### src/rtl/control_sequencer_if.sv
// ---------------------------------------------------------------------------
// control_sequencer_if
//   Bundle between the hardwired control unit and the 32-bit bus datapath.
//
//   Inputs to the sequencer:  Stop (pause request), IR (instruction register),
//                             CON (branch-condition flip-flop).
//   Outputs of the sequencer: ldin (register load enables), bout (bus drivers),
//                             gsel (register-file select strobes), Read, write,
//                             IncPC, ALUop, Run.
//
//   master: the control sequencer.  slave: the datapath.
// ---------------------------------------------------------------------------
interface control_sequencer_if #(
    parameter int OPW = 5
);
    logic           Stop;
    logic [31:0]    IR;
    logic           CON;

    logic [9:0]     ldin;   // {HIin,LOin,PCin,MDRin,Zin,Yin,MARin,IRin,CONin,OUTPORTin}
    logic [9:0]     bout;   // {HIout,LOout,ZHIout,ZLOout,PCout,MDRout,INPORTout,OUTPORTout,Cout,Yout}
    logic [5:0]     gsel;   // {Gra,Grb,Grc,Rin,Rout,BAout}
    logic           Read;
    logic           write;
    logic           IncPC;
    logic [OPW-1:0] ALUop;
    logic           Run;

    modport master (
        input  Stop, IR, CON,
        output ldin, bout, gsel, Read, write, IncPC, ALUop, Run
    );

    modport slave (
        output Stop, IR, CON,
        input  ldin, bout, gsel, Read, write, IncPC, ALUop, Run
    );
endinterface

### src/rtl/control_sequencer.sv
// ---------------------------------------------------------------------------
// control_sequencer
//   Moore FSM that sequences the bus datapath through fetch (T0..T2) and the
//   opcode-dependent execute steps (T3..T7).  Every strobe is decoded from the
//   state register plus the IR opcode (and CON for the conditional branch).
//
//   Ports:
//     Clock  - system clock, rising edge
//     Reset  - asynchronous, active-high; forces RST (all outputs 0)
//     bus    - control_sequencer_if.master: Stop/IR/CON in, strobes out
// ---------------------------------------------------------------------------
module control_sequencer #(
    parameter int             OPW    = 5,
    parameter logic [OPW-1:0] ADD_OP = OPW'(5'b00011)
) (
    input  logic                Clock,
    input  logic                Reset,
    control_sequencer_if.master bus
);

    typedef enum logic [3:0] {
        RST, T0, T1, T2, T3, T4, T5, T6, T7, PAUSE, HALT
    } state_t;

    // Opcodes (IR[31:27])
    localparam logic [OPW-1:0] OP_LD   = OPW'(5'b00000);
    localparam logic [OPW-1:0] OP_LDI  = OPW'(5'b00001);
    localparam logic [OPW-1:0] OP_ST   = OPW'(5'b00010);
    localparam logic [OPW-1:0] OP_ADD  = OPW'(5'b00011);
    localparam logic [OPW-1:0] OP_ROL  = OPW'(5'b01010);
    localparam logic [OPW-1:0] OP_ADDI = OPW'(5'b01011);
    localparam logic [OPW-1:0] OP_ORI  = OPW'(5'b01101);
    localparam logic [OPW-1:0] OP_MUL  = OPW'(5'b01110);
    localparam logic [OPW-1:0] OP_DIV  = OPW'(5'b01111);
    localparam logic [OPW-1:0] OP_NEG  = OPW'(5'b10000);
    localparam logic [OPW-1:0] OP_NOT  = OPW'(5'b10001);
    localparam logic [OPW-1:0] OP_BR   = OPW'(5'b10010);
    localparam logic [OPW-1:0] OP_JR   = OPW'(5'b10011);
    localparam logic [OPW-1:0] OP_IN   = OPW'(5'b10110);
    localparam logic [OPW-1:0] OP_OUT  = OPW'(5'b10111);
    localparam logic [OPW-1:0] OP_MFHI = OPW'(5'b11000);
    localparam logic [OPW-1:0] OP_MFLO = OPW'(5'b11001);
    localparam logic [OPW-1:0] OP_HALT = OPW'(5'b11011);

    // Bit positions inside ldin
    localparam int L_HI = 9, L_LO = 8, L_PC = 7, L_MDR = 6, L_Z = 5;
    localparam int L_Y = 4, L_MAR = 3, L_IR = 2, L_CON = 1, L_OUT = 0;
    // Bit positions inside bout
    localparam int B_HI = 9, B_LO = 8, B_ZHI = 7, B_ZLO = 6, B_PC = 5;
    localparam int B_MDR = 4, B_IN = 3, B_OUT = 2, B_C = 1, B_Y = 0;
    // Bit positions inside gsel
    localparam int G_A = 5, G_B = 4, G_C = 3, G_RIN = 2, G_ROUT = 1, G_BA = 0;

    state_t         state;
    state_t         last;       // final execute step of the current opcode
    state_t         t0_entry;   // T0, or PAUSE when a stop is pending
    logic [OPW-1:0] op;

    logic is_ld, is_ldi, is_st, is_mem, is_r, is_i, is_md, is_neg;
    logic unused_ir;

    assign op        = bus.IR[31 -: OPW];
    assign unused_ir = ^bus.IR[31-OPW:0];

    assign is_ld  = (op == OP_LD);
    assign is_ldi = (op == OP_LDI);
    assign is_st  = (op == OP_ST);
    assign is_mem = is_ld || is_ldi || is_st;
    assign is_r   = (op >= OP_ADD)  && (op <= OP_ROL);
    assign is_i   = (op >= OP_ADDI) && (op <= OP_ORI);
    assign is_md  = (op == OP_MUL)  || (op == OP_DIV);
    assign is_neg = (op == OP_NEG)  || (op == OP_NOT);

    // Stop is only honoured on the way into T0, i.e. at instruction boundaries.
    assign t0_entry = bus.Stop ? PAUSE : T0;

    always_comb begin
        if (is_ld || is_st)                      last = T7;
        else if (is_ldi || is_r || is_i)         last = T5;
        else if (is_md || op == OP_BR)           last = T6;
        else if (is_neg)                         last = T4;
        else if (op == OP_JR  || op == OP_IN  || op == OP_OUT ||
                 op == OP_MFHI || op == OP_MFLO) last = T3;
        else                                     last = T2;  // nop, halt, undefined
    end

    // The T2 exit reads IR directly: the fetched opcode must already be on IR
    // at the T2->T3 edge for nop/halt/undefined to skip execution.
    // NOTE: sequential state uses non-blocking assignments so every flop in the
    // design samples pre-edge values, regardless of block evaluation order.
    always_ff @(posedge Clock or posedge Reset) begin
        if (Reset) begin
            state <= RST;
        end else begin
            case (state)
                RST:   state <= t0_entry;
                T0:    state <= T1;
                T1:    state <= T2;
                T2:    if (op == OP_HALT)  state <= HALT;
                       else if (last == T2) state <= t0_entry;
                       else                state <= T3;
                T3:    state <= (last == T3) ? t0_entry : T4;
                T4:    state <= (last == T4) ? t0_entry : T5;
                T5:    state <= (last == T5) ? t0_entry : T6;
                T6:    state <= (last == T6) ? t0_entry : T7;
                T7:    state <= t0_entry;
                PAUSE: if (!bus.Stop) state <= T0;
                HALT:  state <= HALT;
                default: state <= RST;
            endcase
        end
    end

    logic [9:0]     ldin, bout;
    logic [5:0]     gsel;
    logic           rd, wr, inc_pc;
    logic [OPW-1:0] alu_op;

    // NOTE: every output gets a default before the case, so a state/opcode
    // combination that assigns nothing yields 0 instead of inferring a latch.
    always_comb begin
        ldin   = '0;
        bout   = '0;
        gsel   = '0;
        rd     = 1'b0;
        wr     = 1'b0;
        inc_pc = 1'b0;
        alu_op = '0;
        case (state)
            T0: begin bout[B_PC] = 1'b1; ldin[L_MAR] = 1'b1; end
            T1: begin rd = 1'b1; ldin[L_MDR] = 1'b1; ldin[L_PC] = 1'b1; inc_pc = 1'b1; end
            T2: begin bout[B_MDR] = 1'b1; ldin[L_IR] = 1'b1; end
            T3: begin
                if (is_mem) begin
                    gsel[G_B] = 1'b1; gsel[G_BA] = 1'b1; ldin[L_Y] = 1'b1;
                end else if (is_r || is_i) begin
                    gsel[G_B] = 1'b1; gsel[G_ROUT] = 1'b1; ldin[L_Y] = 1'b1;
                end else if (is_md) begin
                    gsel[G_A] = 1'b1; gsel[G_ROUT] = 1'b1; ldin[L_Y] = 1'b1;
                end else if (is_neg) begin
                    gsel[G_B] = 1'b1; gsel[G_ROUT] = 1'b1; ldin[L_Z] = 1'b1; alu_op = op;
                end else if (op == OP_BR) begin
                    gsel[G_A] = 1'b1; gsel[G_ROUT] = 1'b1; ldin[L_CON] = 1'b1;
                end else if (op == OP_JR) begin
                    gsel[G_A] = 1'b1; gsel[G_ROUT] = 1'b1; ldin[L_PC] = 1'b1;
                end else if (op == OP_IN) begin
                    bout[B_IN] = 1'b1; gsel[G_A] = 1'b1; gsel[G_RIN] = 1'b1;
                end else if (op == OP_OUT) begin
                    gsel[G_A] = 1'b1; gsel[G_ROUT] = 1'b1; ldin[L_OUT] = 1'b1;
                end else if (op == OP_MFHI) begin
                    bout[B_HI] = 1'b1; gsel[G_A] = 1'b1; gsel[G_RIN] = 1'b1;
                end else if (op == OP_MFLO) begin
                    bout[B_LO] = 1'b1; gsel[G_A] = 1'b1; gsel[G_RIN] = 1'b1;
                end
            end
            T4: begin
                if (is_mem || is_i) begin
                    bout[B_C] = 1'b1; ldin[L_Z] = 1'b1;
                    alu_op = is_mem ? ADD_OP : op;
                end else if (is_r) begin
                    gsel[G_C] = 1'b1; gsel[G_ROUT] = 1'b1; ldin[L_Z] = 1'b1; alu_op = op;
                end else if (is_md) begin
                    gsel[G_B] = 1'b1; gsel[G_ROUT] = 1'b1; ldin[L_Z] = 1'b1; alu_op = op;
                end else if (is_neg) begin
                    bout[B_ZLO] = 1'b1; gsel[G_A] = 1'b1; gsel[G_RIN] = 1'b1;
                end else if (op == OP_BR) begin
                    bout[B_PC] = 1'b1; ldin[L_Y] = 1'b1;
                end
            end
            T5: begin
                if (is_ld || is_st) begin
                    bout[B_ZLO] = 1'b1; ldin[L_MAR] = 1'b1;
                end else if (is_ldi || is_r || is_i) begin
                    bout[B_ZLO] = 1'b1; gsel[G_A] = 1'b1; gsel[G_RIN] = 1'b1;
                end else if (is_md) begin
                    bout[B_ZLO] = 1'b1; ldin[L_LO] = 1'b1;
                end else if (op == OP_BR) begin
                    bout[B_C] = 1'b1; ldin[L_Z] = 1'b1; alu_op = ADD_OP;
                end
            end
            T6: begin
                if (is_ld) begin
                    rd = 1'b1; ldin[L_MDR] = 1'b1;
                end else if (is_st) begin
                    gsel[G_A] = 1'b1; gsel[G_ROUT] = 1'b1; ldin[L_MDR] = 1'b1;
                end else if (is_md) begin
                    bout[B_ZHI] = 1'b1; ldin[L_HI] = 1'b1;
                end else if (op == OP_BR) begin
                    // Branch target always computed; only committed when taken.
                    bout[B_ZLO] = 1'b1; ldin[L_PC] = bus.CON;
                end
            end
            T7: begin
                if (is_ld) begin
                    bout[B_MDR] = 1'b1; gsel[G_A] = 1'b1; gsel[G_RIN] = 1'b1;
                end else if (is_st) begin
                    wr = 1'b1;
                end
            end
            default: ;  // RST, PAUSE, HALT: all strobes idle
        endcase
    end

    assign bus.ldin  = ldin;
    assign bus.bout  = bout;
    assign bus.gsel  = gsel;
    assign bus.Read  = rd;
    assign bus.write = wr;
    assign bus.IncPC = inc_pc;
    assign bus.ALUop = alu_op;
    assign bus.Run   = (state != RST) && (state != PAUSE) && (state != HALT);

endmodule

### src/flat_wrapper.sv
// flat-port wrapper written by rule: the top's interface ports become plain ports
module control_sequencer_flat 
#(
    parameter int             OPW    = 5,
    parameter logic [OPW-1:0] ADD_OP = OPW'(5'b00011)
)
  (Clock, Reset, bus_Stop, bus_IR, bus_CON, bus_ldin, bus_bout, bus_gsel, bus_Read, bus_write, bus_IncPC, bus_ALUop, bus_Run);
  control_sequencer_if #(.OPW(OPW)) bus_i ();
  input  logic Clock;
  input  logic Reset;
  input wire logic [$bits(bus_i.Stop)-1:0] bus_Stop;
  input wire logic [$bits(bus_i.IR)-1:0] bus_IR;
  input wire logic [$bits(bus_i.CON)-1:0] bus_CON;
  output wire logic [$bits(bus_i.ldin)-1:0] bus_ldin;
  output wire logic [$bits(bus_i.bout)-1:0] bus_bout;
  output wire logic [$bits(bus_i.gsel)-1:0] bus_gsel;
  output wire logic [$bits(bus_i.Read)-1:0] bus_Read;
  output wire logic [$bits(bus_i.write)-1:0] bus_write;
  output wire logic [$bits(bus_i.IncPC)-1:0] bus_IncPC;
  output wire logic [$bits(bus_i.ALUop)-1:0] bus_ALUop;
  output wire logic [$bits(bus_i.Run)-1:0] bus_Run;
  assign bus_i.Stop = bus_Stop;
  assign bus_i.IR = bus_IR;
  assign bus_i.CON = bus_CON;
  assign bus_ldin = bus_i.ldin;
  assign bus_bout = bus_i.bout;
  assign bus_gsel = bus_i.gsel;
  assign bus_Read = bus_i.Read;
  assign bus_write = bus_i.write;
  assign bus_IncPC = bus_i.IncPC;
  assign bus_ALUop = bus_i.ALUop;
  assign bus_Run = bus_i.Run;
  control_sequencer #(.OPW(OPW), .ADD_OP(ADD_OP)) u_core (.Clock(Clock), .Reset(Reset), .bus(bus_i));
endmodule
### config.mk
export PLATFORM = sky130hd
export DESIGN_NAME = control_sequencer_flat
export DESIGN_NICKNAME = d
export VERILOG_FILES = /design/src/rtl/control_sequencer_if.sv /design/src/rtl/control_sequencer.sv /design/src/flat_wrapper.sv
export SDC_FILE = /design/constraint.sdc
export NUM_CORES = 1
export LEC_CHECK = 0
export CORE_UTILIZATION = 38
export CTS_BUF_LIST = sky130_fd_sc_hd__clkbuf_2 sky130_fd_sc_hd__clkbuf_4 sky130_fd_sc_hd__clkbuf_8
export DETAILED_ROUTE_END_ITERATION = 10
export GPL_TIMING_DRIVEN = 1
export HOLD_SLACK_MARGIN = 0.06
export PLACE_DENSITY = 0.83
export SLEW_MARGIN = 25
export SYNTH_ARGS = -nofsm -noshare
export SYNTH_HDL_FRONTEND = slang
export SYNTH_SLANG_ARGS = --single-unit
export TNS_END_PERCENT = 20
### constraint.sdc
create_clock -name Clock -period 2.21 [get_ports Clock]
set_clock_uncertainty 0.05 [all_clocks]
set_input_delay 0.442 -clock Clock [delete_from_list [all_inputs] [get_ports Clock]]
set_output_delay 0.442 -clock Clock [all_outputs]
set_load 0.02 [all_outputs]
==> Yosys cells after proc, flatten, opt, wreduce, memory -nomap -nowiden <==
Index checks and enable logic that the tools add are counted.
{ "word_totals": {"regBits": 4, "input_bits": 36, "output_inout_bits": 35} }
{ "classes": {"n_lt_le_gt_ge": 4, "eq_ne": 31, "mux": 153, "n_reduce_logical": 22} }
{ "ops": {"columns": ["operator", "count"], "rows": [
  ["$mux 1", 90],
  ["$mux 5", 11],
  ["$mux 4", 12],
  ["$mux 2", 23],
  ["$eq 5x5->1 const B", 9],
  ["$pmux 4 s10", 1],
  ["$eq 4x3->1 const B", 8],
  ["$pmux 1 s2", 8],
  ["$pmux 5 s3", 1],
  ["$logic_or 1x1->1", 14],
  ["$eq 4x2->1 const B", 3],
  ["$eq 4x4->1 const B", 3],
  ["$pmux 1 s3", 4],
  ["$eq 5x4->1 const B", 2],
  ["$le 5x4->1 const B", 2],
  ["$ne 4x4->1 const B", 2],
  ["$eq 5x1->1 const B", 1],
  ["$eq 5x2->1 const B", 1],
  ["$ge 5x2->1 const B", 1],
  ["$ge 5x4->1 const B", 1],
  ["$logic_not 5->1", 1],
  ["$pmux 1 s5", 1],
  ["$eq 4x1->1 const B", 1],
  ["$logic_and 1x1->1", 4],
  ["other kinds (6)", 6]
]} }

==> Longest topological paths before layout <==
{ "logic_depth": {"depth_word": 14, "mapped_depth": 6, "ltp_nobuf": 5} }

==> Worst setup path after synthesis <==
No wires, ideal clock.
{ "synth_timing": {"kind": "in2out", "start": "in bus_IR[29]", "end": "out bus_Read", "t_arrival_ns": 1.677, "t_required_ns": 1.718, "path_slack_ns": 0.041, "path_stages": 4, "path_buffers": 1, "cell_sequence": "buf_2 -> or4_4 -> or2_1 -> o21ai_1"} }
{ "synth_via": {"elab_chain_cells": 3} }
{ "synth_lines": {"columns": ["element", "line", "rtl"], "rows": [
  ["start, declared", "flat_wrapper.sv:12", "input wire logic [$bits(bus_i.IR)-1:0] bus_IR;"],
  ["$logic_not 5->1", "control_sequencer.sv:65", "assign is_ld = (op == OP_LD);"],
  ["$mux 1", "control_sequencer.sv:182", "if (is_ld) begin"],
  ["$pmux 1 s2", "control_sequencer.sv:129", "case (state)"],
  ["end, declared", "flat_wrapper.sv:17", "output wire logic [$bits(bus_i.Read)-1:0] bus_Read;"]
]} }
Every way passes these cells.

==> Final worst setup path <==
{ "layout_timing": {"start": "in bus_IR[28]", "end": "out bus_gsel[5]"} }
{ "layout_via": {"elab_chain_cells": 12} }
{ "layout_lines": {"columns": ["element", "line", "rtl"], "rows": [
  ["$eq 5x5->1", "control_sequencer.sv:152", "end else if (op == OP_MFLO) begin"],
  ["$mux 1", "control_sequencer.sv:152", null],
  ["$mux 1", "control_sequencer.sv:150", "end else if (op == OP_MFHI) begin"],
  ["$mux 1", "control_sequencer.sv:148", "end else if (op == OP_OUT) begin"],
  ["$mux 1", "control_sequencer.sv:146", "end else if (op == OP_IN) begin"],
  ["$mux 1", "control_sequencer.sv:144", "end else if (op == OP_JR) begin"],
  ["$mux 1", "control_sequencer.sv:142", "end else if (op == OP_BR) begin"],
  ["$mux 1", "control_sequencer.sv:140", "end else if (is_neg) begin"],
  ["$mux 1", "control_sequencer.sv:138", "end else if (is_md) begin"],
  ["$mux 1", "control_sequencer.sv:136", "end else if (is_r || is_i) begin"],
  ["$mux 1", "control_sequencer.sv:134", "if (is_mem) begin"],
  ["$pmux 1 s5 *", "control_sequencer.sv:129", null],
  ["end, declared", "flat_wrapper.sv:16", "output wire logic [$bits(bus_i.gsel)-1:0] bus_gsel;"]
]} }
Mark *: on every way between the ends. The rest lies on a longest branch, timed or not.

==> flow_summary.yaml <==
timing:
  slew_violations: 0
  fin_hold_ws_ps: 353
  setup_tns_ps: -182
  layout_min_cycle_time_ps: 2280
  grt_setup_unrepaired: "true"
  hold_viol: 0
  fmax_mhz: 439
  setup_viol: 6
  final.setup.worst_slack_ps: -66.2
  period_share_pct: 103
clocking:
  cts_made_buffers: 3
  cts_root_buf: "clkbuf_4"
  cts.path.max_buffers: 2
  cts.clk_slew.worst_paths_ps: 40
  cts_tree: "done"
  cts.sinks: 4
  insertion_delay_ps: 240
  hold_buffers: 0
  htreeDepth: 1
cells_and_area:
  nNetsFinal: 302
  postLayoutCellArea_um2: 1990
  largest_reg_flops: 4
  largest-register: "u_core.state"
  fill_cells: 207
  fin_cells: 295
  antennaDiodeCount: 0
  top_regs: "u_core.state x4"
  drive_gt1_share_pct: 53.4
  area_growth_pct: 79.9
global_route:
  grt_max_degree: 16
  grt_pass1_wl_um: 7470
  antenna_found_initial: 0
  overflow: 0
  grt.total_usage_pct: 30.3
  grt_pass1_vias: 1591
synth:
  yosysSeqAreaShare_pct: 9.04
  synthesis.area_um2: 1110
  async_flop_share_pct: 100
  syn_area_per_cell_um2: 6.55
  syn_inst: 169
  yosys.area.top_type: "dfrtp_1"
  netlist_top_cells_area: "dfrtp_1 (9.0%), nand2_1 (6.4%), nor2_1 (5.8%), a21oi_1 (4.5%), nor2b_1 (4.5%)"
  synth_ff_type: "dfrtp_1"
  synth_seq_cells: 4
  synth.top_cell.area_share_pct: 9.04
  synth_cell_types: 56
  synth_warnings: 0
  synth_edf_count: 0
floorplan:
  start_util_pct: 40.2
  dieWidth_um: 56.0
  std_cell_rows: 19
  die_h_um: 56.0
  io_pins: 71
  die-area_um2: 3130
  coreArea_um2: 2760
place:
  dp.cells: 284
  io_buffers: 41
  dpl_cell_area_um2: 1900
  gp_congestion: 1.02
  dp_hpwl_um: 3310
critical_path:
  crit_top_cell: "buf_4"
  critPathArrivalTime_ps: 1780
  r2r_start: "u_core.state[1]"
  path_cells: "dlygate4sd2_1 -> buf_6 -> nor4b_4 -> buf_4 -> and3_4 -> o21ai_2 -> o211ai_1 -> buf_4"
  critPathMaxFanout: 7
  cp-startpoint: "bus_IR[28]"
  crit_type: "input port to primary output"
  start_kind: "input port"
  crit_path_max_incr_delay_ps: 250
  cp.required_ps: 1720
  end_kind: "primary output"
  cp_slowest_cell: "nor4b_4"
detailed_routing:
  routed_wl_um: 5040
  firstDrtPassIters: 5
  drc: 0
  vias: 1775
  wl_per_cell_um: 17.1
  drtAntennaViolNets: 0
  drt_iter0_drc: 121
  vias_per_cell: 6.02
outcome:
  violations: "setup timing"
  status: "finished with violations"
pwr:
  leakage_nw: 1.00
  p_total_mw: 1.50
  p_per_area_nw_per_um2: 752
  ir_drop_uv: 668
hold_path:
  hp-class: "input port to asynchronous set/reset pin"
flow_run:
  maxCapViolations: 0
## report_power, final
part	total, mW	leakage (nW)	internal, mW	switching [mW]
clock network	0.0928	0.0138	0.0609	0.0319
registers	0.156	0.0493	0.108	0.0477
logic	1.25	0.942	0.589	0.660
total	1.50	1.00	0.758	0.739
## layer usage
| layer | up-vias | part of all wire (%) | global-route usage [%] |
|---|---|---|---|
| met4 | 0 | 3.9 | 14.6 |
| met5 | - | 0 | 0 |
| met3 | 24 | 11 | 3.95 |
| li1 | 796 | - | - |
| met2 | 139 | 47 | 50.3 |
| met1 | 816 | 38 | 38.5 |
## cell usage in the layout (no fill, tap or decap), types with 4 or more instances in the layout
cell,synthesis,final
buf_4,6,65
nand2b_1,6,6
nor2b_1,8,4
o21ai_1,7,6
clkdlybuf4s15_2,0,6
nor2b_2,0,4
and3_1,6,5
nand2_1,19,17
inv_1,5,5
buf_6,1,9
clkbuf_2,0,7
nor2_1,17,14
a21oi_1,10,10
buf_2,7,15
nand3_1,5,4
o211ai_1,4,4
nor3_2,2,4
## cell type report
class / instances / area [um2] / area share (%)
Multi-Input combinational cell: 141 / 973 / 48.9
Timing Repair Buffer: 108 / 826 / 41.5
Sequential cell: 4 / 101 / 5.09
Tap cell: 31 / 38.8 / 1.95
Inverter: 8 / 30.0 / 1.51
Clock buffer: 3 / 22.5 / 1.13
## cells by family after synthesis
group           count (synthesis)  synth area share (%)
simple gates                   89                  48.1
compound gates                 49                  29.6
buf+inv                        25                  12.0
flops                           4                  9.04
mux                             1                 0.904
other cells                     1                 0.339
## stage by stage
step / util, % / setup slack, ps
finish: 72.2 / -66.2
global route: 72.2 / -98.3
CTS: 72.6 / -11.2
detailed placement: 68.9 / -784
global placement: 68.9 / -792
floorplan: - / 41.0
## worst paths after layout
| check | end | slack, ps | cells past startpoint |
|---|---|---|---|
| worst max-delay path | bus_gsel[5] | -70 | 8 |
| worst min-delay path | u_core.state[1] | 350 | 2 |
| worst max register to register | u_core.state[3] | 330 | 7 |
| max in group asynchronous | u_core.state[0] | 1600 | 2 |
| min in group Clock | u_core.state[0] | 750 | 4 |
| worst min register to register | u_core.state[1] | 780 | 3 |
## critical path, delay by kind of cell
kind                   cells  cell delay, ps
AOI/OAI and AO/OA          2             160
buffers and inverters      4             740
and+or+nand+nor            2             440
## cells in the mapped netlist, types with 4 or more instances
library cell / count
inv_1: 5
o21ai_0: 4
nand2b_1: 6
nor2b_1: 8
a21oi_1: 10
nand3_1: 5
or2_1: 4
buf_4: 6
nand2_1: 19
nor2_1: 17
and3_1: 6
buf_2: 7
o21ai_1: 7
dfrtp_1: 4
o211ai_1: 4
## timing repair
action / 4_1_cts / 5_1_grt
endpoints found under the setup margin: 33 / 28
gates cloned: 0 / 0
setup buffers: 5 / 3
gates resized for setup: 145 / 32
hold endpoints to repair: 0 / 0
pin swaps: 8 / 3
Power figures use the tool's default switching activity.
